**config.mk**
```make
export PLATFORM = sky130hd
export DESIGN_NAME = guess_capture
export DESIGN_NICKNAME = d
export VERILOG_FILES = /design/src/rtl/mm_pkg.sv /design/src/rtl/sync_rise.sv /design/src/rtl/guess_capture.sv
export SDC_FILE = /design/constraint.sdc
export NUM_CORES = 1
export LEC_CHECK = 0
export ABC_AREA = 1
export CORE_MARGIN = 2
export CORE_UTILIZATION = 43
export CTS_CLUSTER_DIAMETER = 60
export DETAILED_ROUTE_END_ITERATION = 6
export DONT_BUFFER_PORTS = 1
export PLACE_DENSITY_LB_ADDON = 0.2
export SLEW_MARGIN = 5
export SYNTH_ARGS = -nofsm -noshare
export SYNTH_HDL_FRONTEND = slang
export SYNTH_SLANG_ARGS = --single-unit
```
**constraint.sdc**
```tcl
create_clock -name clk -period 1.9 [get_ports clk]
set_input_delay 0.095 -clock clk [delete_from_list [all_inputs] [get_ports clk]]
set_output_delay 0.095 -clock clk [all_outputs]
set_load 0.02 [all_outputs]
```
**src/rtl/mm_pkg.sv**
```systemverilog
// -----------------------------------------------------------------------------
// mm_pkg
//   Shared definitions for the memory-match game: board geometry, the guess
//   capture FSM state type and the row/column -> tile index mapping.
//   Used by the guess capture block, the guess checker and the board generator.
// -----------------------------------------------------------------------------
package mm_pkg;

  localparam int unsigned ROWS = 4;
  localparam int unsigned COLS = 4;
  localparam int unsigned N    = ROWS * COLS;

  typedef enum logic [1:0] {
    IDLE    = 2'd0,
    ARMED   = 2'd1,
    OFFER   = 2'd2,
    RELEASE = 2'd3
  } gc_state_e;

  // Tile numbering is row-major: bit (row*cols + col) of every tile vector.
  function automatic int unsigned tile_idx(input int unsigned row,
                                           input int unsigned col,
                                           input int unsigned cols = COLS);
    return row * cols + col;
  endfunction

endpackage

```
**src/rtl/sync_rise.sv**
```systemverilog
// -----------------------------------------------------------------------------
// sync_rise
//   Two-flop synchroniser for an asynchronous key level followed by an edge
//   register, giving a clean synchronous level and a 1-cycle rising-edge pulse.
// Ports
//   clk     in   clock
//   reset   in   synchronous, active-low reset
//   d       in   asynchronous level (key held = 1)
//   q_sync  out  synchronised level (second flop)
//   rise    out  1 for one cycle when q_sync goes 0 -> 1
// -----------------------------------------------------------------------------
module sync_rise (
  input  logic clk,
  input  logic reset,
  input  logic d,
  output logic q_sync,
  output logic rise
);

  logic r_s1;
  logic r_s2;
  logic r_s3;

  // NOTE: sequential state uses non-blocking assignments so every flop samples
  // the pre-edge value of its neighbour; blocking here would collapse the chain.
  always_ff @(posedge clk) begin
    if (!reset) begin
      r_s1 <= 1'b0;
      r_s2 <= 1'b0;
      r_s3 <= 1'b0;
    end else begin
      r_s1 <= d;
      r_s2 <= r_s1;
      r_s3 <= r_s2;
    end
  end

  assign q_sync = r_s2;
  assign rise   = r_s2 & ~r_s3;

endmodule

```
**src/rtl/guess_capture.sv**
```systemverilog
// -----------------------------------------------------------------------------
// guess_capture
//   Producer side of the guess interface. Converts the row/column switch
//   selection plus a submit key press into a one-hot tile guess offered on a
//   valid/ready handshake. Out-of-range coordinates and tiles already guessed
//   this round are rejected with a 1-cycle pulse. One guess per key press.
// Ports
//   clk            in   clock
//   reset          in   synchronous, active-low reset
//   enable         in   game is in the guess phase
//   clear          in   1-cycle pulse: new round, zero guessed_mask
//   row_sel        in   selected row (static switches)
//   col_sel        in   selected column (static switches)
//   submit         in   asynchronous key level, high while held
//   guess_ready    in   checker accepts the offered guess this cycle
//   guess_valid    out  guess offered (registered)
//   guess          out  one-hot tile guess, zero while guess_valid = 0
//   guessed_mask   out  tiles already transferred this round
//   dup_pulse      out  1-cycle: submitted tile was already guessed
//   invalid_pulse  out  1-cycle: row_sel >= ROWS or col_sel >= COLS
// -----------------------------------------------------------------------------
module guess_capture #(
  parameter int unsigned ROWS  = mm_pkg::ROWS,
  parameter int unsigned COLS  = mm_pkg::COLS,
  parameter int unsigned ROW_W = 2,
  parameter int unsigned COL_W = 2,
  parameter int unsigned N     = ROWS * COLS
) (
  input  logic             clk,
  input  logic             reset,
  input  logic             enable,
  input  logic             clear,
  input  logic [ROW_W-1:0] row_sel,
  input  logic [COL_W-1:0] col_sel,
  input  logic             submit,
  input  logic             guess_ready,
  output logic             guess_valid,
  output logic [N-1:0]     guess,
  output logic [N-1:0]     guessed_mask,
  output logic             dup_pulse,
  output logic             invalid_pulse
);

  import mm_pkg::*;

  // One spare bit so the largest possible row*COLS+col never wraps back into
  // the legal tile range.
  localparam int unsigned IDX_W = $clog2(N) + 1;

  // ---------------------------------------------------------------------------
  // Submit key: synchronise and edge-detect
  // ---------------------------------------------------------------------------
  logic w_sub_level;
  logic w_sub_rise;

  sync_rise u_sync_submit (
    .clk    (clk),
    .reset  (reset),
    .d      (submit),
    .q_sync (w_sub_level),
    .rise   (w_sub_rise)
  );

  // ---------------------------------------------------------------------------
  // Coordinate decode
  // ---------------------------------------------------------------------------
  logic             w_in_range;
  logic [IDX_W-1:0] w_idx;
  logic [N-1:0]     w_onehot;
  logic             w_already;

  assign w_in_range = (32'(row_sel) < ROWS) && (32'(col_sel) < COLS);
  assign w_idx      = IDX_W'(tile_idx(32'(row_sel), 32'(col_sel), COLS));
  // An out-of-range index shifts the bit off the top; it is never used then.
  assign w_onehot   = N'(1) << w_idx;
  assign w_already  = |(guessed_mask & w_onehot);

  // ---------------------------------------------------------------------------
  // State and registered outputs
  // ---------------------------------------------------------------------------
  gc_state_e    r_state;
  logic         r_guess_valid;
  logic [N-1:0] r_guess;
  logic [N-1:0] r_guessed_mask;
  logic         r_dup_pulse;
  logic         r_invalid_pulse;

  gc_state_e    w_state_n;
  logic         w_guess_valid_n;
  logic [N-1:0] w_guess_n;
  logic [N-1:0] w_guessed_mask_n;
  logic         w_dup_pulse_n;
  logic         w_invalid_pulse_n;

  // NOTE: the reset here is synchronous (sampled on the clock edge only), so it
  // sits inside the posedge-only always_ff rather than in the sensitivity list.
  always_ff @(posedge clk) begin
    if (!reset) begin
      r_state         <= IDLE;
      r_guess_valid   <= 1'b0;
      r_guess         <= '0;
      r_guessed_mask  <= '0;
      r_dup_pulse     <= 1'b0;
      r_invalid_pulse <= 1'b0;
    end else begin
      r_state         <= w_state_n;
      r_guess_valid   <= w_guess_valid_n;
      r_guess         <= w_guess_n;
      r_guessed_mask  <= w_guessed_mask_n;
      r_dup_pulse     <= w_dup_pulse_n;
      r_invalid_pulse <= w_invalid_pulse_n;
    end
  end

  // NOTE: every signal written below gets a default first, so no path through
  // the case statement can leave one unassigned and infer a latch.
  always_comb begin
    w_state_n         = r_state;
    w_guess_valid_n   = r_guess_valid;
    w_guess_n         = r_guess;
    w_guessed_mask_n  = r_guessed_mask;
    w_dup_pulse_n     = 1'b0;
    w_invalid_pulse_n = 1'b0;

    if (!enable) begin
      // Leaving the guess phase withdraws any offer without transferring it.
      w_state_n       = IDLE;
      w_guess_valid_n = 1'b0;
      w_guess_n       = '0;
    end else begin
      unique case (r_state)
        IDLE: begin
          w_state_n = ARMED;
        end

        ARMED: begin
          if (w_sub_rise) begin
            if (!w_in_range) begin
              w_invalid_pulse_n = 1'b1;
              w_state_n         = RELEASE;
            end else if (w_already) begin
              w_dup_pulse_n = 1'b1;
              w_state_n     = RELEASE;
            end else begin
              // The tile is latched here; later switch changes do not matter.
              w_guess_n       = w_onehot;
              w_guess_valid_n = 1'b1;
              w_state_n       = OFFER;
            end
          end
        end

        OFFER: begin
          if (r_guess_valid && guess_ready) begin
            w_guessed_mask_n = r_guessed_mask | r_guess;
            w_guess_valid_n  = 1'b0;
            w_guess_n        = '0;
            // Key still held: wait for release so one press gives one guess.
            w_state_n        = w_sub_level ? RELEASE : ARMED;
          end
        end

        RELEASE: begin
          if (!w_sub_level) begin
            w_state_n = ARMED;
          end
        end

        default: begin
          w_state_n       = IDLE;
          w_guess_valid_n = 1'b0;
          w_guess_n       = '0;
        end
      endcase
    end

    // A new round overrides any transfer landing on the same edge.
    if (clear) begin
      w_guessed_mask_n = '0;
    end
  end

  assign guess_valid   = r_guess_valid;
  assign guess         = r_guess;
  assign guessed_mask  = r_guessed_mask;
  assign dup_pulse     = r_dup_pulse;
  assign invalid_pulse = r_invalid_pulse;

endmodule

```
# After elaboration in Yosys (flattened, before gate mapping)
# Cells that the tools add are included.
[classes] n_addsub=1 eq_ne=7 n_shift=1 n_mux=15 n_bitwise=5 n_reduce_logical=10
[op_table] operator="$mux 16" count=3
[op_table] operator="$pmux 16 s2" count=1
[op_table] operator="$and 16x16->16" count=1
[op_table] operator="$or 16x16->16" count=1
[op_table] operator="$reduce_or 16->1" count=1
[op_table] operator="$shl 1x5->16 const A" count=1
[op_table] operator="$mux 2" count=4
[op_table] operator="$pmux 2 s4" count=1
[op_table] operator="$reduce_and 4->1" count=2
[op_table] operator="$ne 2x2->1 const B" count=3
[op_table] operator="$reduce_and 3->1" count=2
[op_table] operator="$add 4x2->5" count=1
[op_table] operator="$mux 1" count=5
[op_table] operator="$eq 2x2->1 const B" count=2
[op_table] operator="$eq 2x1->1 const B" count=1
[op_table] operator="$logic_not 2->1" count=1
[op_table] operator="$ne 2x1->1 const B" count=1
[op_table] operator="$not 1->1" count=2
[op_table] operator="$pmux 1 s2" count=1
[op_table] operator="$reduce_and 2->1" count=1
[op_table] operator="$reduce_bool 2->1" count=1
[op_table] operator="$reduce_or 2->1" count=1
[op_table] operator="$and 1x1->1" count=1
[op_table] operator="$logic_and 1x1->1" count=1
[totals] reg_bits=39 in_bits=10 out_inout_bits=35

# Longest topological paths before layout
[depth] word_depth=7 depth_mapped=14

# Modules after synthesis
# Synthesis repeated with hierarchy kept, for this count alone.
[hier_totals] hier_cells=263 area_unflattened_um2=1901.8
[modules_own_cells] module="guess_capture" instances=1 cells_per_inst=252 area_per_inst_um2=1809.2 seq_area_each_um2=720.7
[modules_own_cells] module="sync_rise" instances=1 cells_per_inst=11 area_per_inst_um2=92.6 seq_area_each_um2=60.1

# Worst setup path before layout
# No wires, ideal clock.
[synth_timing] kind="register to register" startpoint="register r_state[0]" endpoint="register r_guess[2] (netlist: guess[2])" setup_ns=0.115 t_arrival_ns=1.696 required_ns=1.785 slack_ns=0.089 stages_incl_launch_ff=10 period_less_slack_ns=1.811 cell_sequence="dfxtp_1 inv_1 ha_1 clkbuf_1 a22o_1 nor2_1 buf_2 nand3_1 nand2_1 nor2_1"
[synth_between] elab_chain_len=3 word_cells_on_any_way=8
[synth_lines] item="start, declared" line_no="guess_capture.sv:81" source="gc_state_e r_state;"
[synth_lines] item="start signal, assigned" line_no="guess_capture.sv:106" source="r_state <= w_state_n;"
[synth_lines] item="$eq 2x1->1 or $eq 2x2->1 (tied branches)" line_no="guess_capture.sv:131" source="unique case (r_state)"
[synth_lines] item="$ne 2x2->1 (no source line), or another cell as far along"
[synth_lines] item="$reduce_and 4->1 (no source line)"
[synth_lines] item="end signal, assigned" line_no="guess_capture.sv:108" source="r_guess <= w_guess_n;"
[synth_lines] item="end, declared" line_no="guess_capture.sv:83" source="logic [N-1:0] r_guess;"
# Several ways; a longest one is shown, not always the timed one.
# A chain may end at the register's enable or synchronous reset.

# Final worst setup path
# Same ends and word-level chain as after synthesis.

==> flow_summary.toml <==
[detailed_routing]
ant_nets = 0
post_drt_via_cell_ratio = 5.34
wl_um = 4180
drc = 0
num_vias = 1645
dr.pass1.iters = 4
wl_per_cell_um = 13.6
drt_iter0_markers = 139

[global_routing]
grt_pass1_vias = 1493
grt_pass1_wl_um = 7290
grt_max_degree = 37
gr-total-overflow = 0
antenna_found_initial = 0
grt_usage = 0.185

[sta]
min_period_ns = 1.66
hold_viol = 0
fin_crit_sh = 0.876
tightest_slew_ns = 0.598
relSlewSlack = 0.601
finalSetupViolations = 0
whs_ns = 0.0782
clock-skew-final_ns = 0.00592
tns_ns = 0
max_freq_mhz = 601
final.setup.worst_slack_ns = 0.236
rsz0062_at_grt = "no"
slew_violations = 0

[placement]
place_hpwl_um = 2870
placed_area_sq_um = 1890
pre_cts_slack_ns = 0.242
io_buffers = 0
globalplace.congestion = 0.814

[yosys]
yosys.area_share.simple = 0.363
yosysTopAreaCell = "dfxtp_1"
synth.top_cell.area_share = 0.412
synth_area_sq_um = 1900
synth_warnings = 0
synth_adder_area_share = 0.0198
syn_nets = 274
synth_area_leaders = "dfxtp_1, a21oi_1, nor2_1, nand4_1, nand2_1"
synth_most_common_cell = "nor2_1"
avgSynthCellArea_sq_um = 7.27
ys_types = 25
synth_seq_cells = 39
synth_xor_area_frac = 0
synth-compound-area-share = 0.106
synth_common_cells = "nor2_1, nand2_1, dfxtp_1"
muxShareOfSynthArea = 0
synth_top_family_by_area = "simple AND/OR/NAND/NOR gates"
syn_inst = 261
ys_seq_area_frac = 0.412
postSynth.asyncResetShare = 0
synth_edf_count = 0
ys.flop_type = "dfxtp_1"

[critical_path]
cp_max_fo = 34
crit_chain = "inv_1, ha_1, a22o_1, nor2_2, buf_12, nand3_1, nand2_1, nor2_1"
cp-end-kind = "flip-flop"
crit_arrival_ns = 1.84
critPathSlowestCell = "dfxtp_1"
max_stage_delay_ns = 0.36
critPathKind = "flip-flop to flip-flop"
cp.required_ns = 2.08
reg2regPathDepth = 8
rrSetupSlack_ns = 0.24
critPathLaunchType = "flip-flop"
r2r-start = "r_state[0]$_SDFFE_PN0P_"
worst_r2r_endpoint = "guess[2]$_SDFFE_PN0P_"

[die]
die-area_sq_um = 4960
dieHeight_um = 70.4
io_pins = 45
rows = 24
core_area_sq_um = 4290
fp.dieW_um = 70.4
initial_utilization = 0.442

[hold_path]
hp-start = "row_sel[1]"
min_path_type = "primary input to flip-flop"
hold_path_depth = 4
worst_hold_path.endpoint = "guess[14]$_SDFFE_PN0P_"

[finish]
nFillCells = 451
fin_nets = 268
final_area_sq_um = 2020
syn2layout_area_growth_pct = 6.33
num_antenna_cells = 0
drive_above_1_share = 0.121

[cts]
clockBufferDepth = 2
clk_pin_slew_worst_paths_ns = 0.07
cts_buffers = 5
htreeDepth = 2
root_buffer = "clkbuf_8"
tritoncts = "yes"
clkSinkCount = 39
clk_latency_ns = 0.28
postCtsSetupBuffers = 0

[power]
p_leak_nw = 0.762
power_density_nw_per_um2 = 840
ir_drop_uv = 339

[status]
status = "complete, no violations"

[flow_run]
cap_violations = 0
==> logic make-up after synthesis <==
family / after synthesis
buf+inv: 39
simple gates: 140
flops: 39
other cells: 1
compound gates: 39
fa+ha+maj: 3
==> worst max-delay path, delay by kind of cell (launching register included) <==
family / cells / cell delay [ns]
flip-flops: 1 / 0.36
AND/OR/NAND/NOR: 4 / 0.35
adder cells (fa/ha/maj): 1 / 0.28
AO/OA/AOI/OAI: 1 / 0.28
buffers and inverters: 2 / 0.27
==> worst max-delay path by stage <==
stage | startpoint | endpoint | depth (start not counted)
after floorplan | r_state[0]$_SDFFE_PN0P_ | guess[2]$_SDFFE_PN0P_ | 9
after global placement | r_state[0]$_SDFFE_PN0P_ | guess[1]$_SDFFE_PN0P_ | 8
after detailed placement | r_state[0]$_SDFFE_PN0P_ | guess[14]$_SDFFE_PN0P_ | 8
after CTS | r_state[0]$_SDFFE_PN0P_ | guess[14]$_SDFFE_PN0P_ | 8
after global routing | guessed_mask[15]$_SDFFE_PP0P_ | guess[2]$_SDFFE_PN0P_ | 10
final | r_state[0]$_SDFFE_PN0P_ | guess[2]$_SDFFE_PN0P_ | 8
==> sequential cells by signal, indices dropped and copies added, names as in the netlist <==
name                  cells
guess                    16
u_sync_submit.r_s1        1
u_sync_submit.r_s3        1
guessed_mask             16
u_sync_submit.q_sync      1
r_state                   2
guess_valid               1
dup_pulse                 1
==> placed cells by master, fill, tap and decap left out, drive strengths merged, types with 3 or more instances in the layout <==
master       netlist  final
inv               20     20
dlygate4sd3        0      3
nand3             23     23
nor2              46     46
ha                 3      3
dfxtp             39     39
a21oi             36     36
nand2             43     43
nand4             25     25
clkbuf             6      8
==> layer usage <==
metal | part of all wire | track usage | vias up
met4 | 0.013 | 0.0577 | 0
met3 | 0.074 | 0.0620 | 5
met2 | 0.42 | 0.276 | 56
met5 | 0 | 0 | -
li1 | - | - | 859
met1 | 0.50 | 0.251 | 725
==> final cells by class <==
type                            count  area (sq um)  area share
Multi-Input combinational cell    183           935       0.463
Sequential cell                    39           781       0.387
Clock buffer                        8           100      0.0496
Inverter                           21          78.8      0.0391
Tap cell                           52          65.1      0.0323
Timing Repair Buffer                5          57.6      0.0285
==> timing repair <==
action	CTS	global route
hold buffers	3	0
resized for setup	0	0
hold endpoints to repair	4	0
==> per-stage QoR <==
step	power [mW]	util	cells
after floorplan	1.08	-	261
after global placement	1.11	0.439	297
final	1.69	0.470	308
after global routing	1.79	0.470	308
after detailed placement	1.11	0.439	297
after CTS	1.72	0.470	308
==> power breakdown <==
| part | internal, mW | total (mW) | switching [mW] |
|---|---|---|---|
| Clock | 0.331 | 0.597 | 0.266 |
| Sequential | 0.842 | 0.886 | 0.0439 |
| Combinational | 0.0852 | 0.211 | 0.126 |
Note: power is estimated with default switching activity, not from simulation.
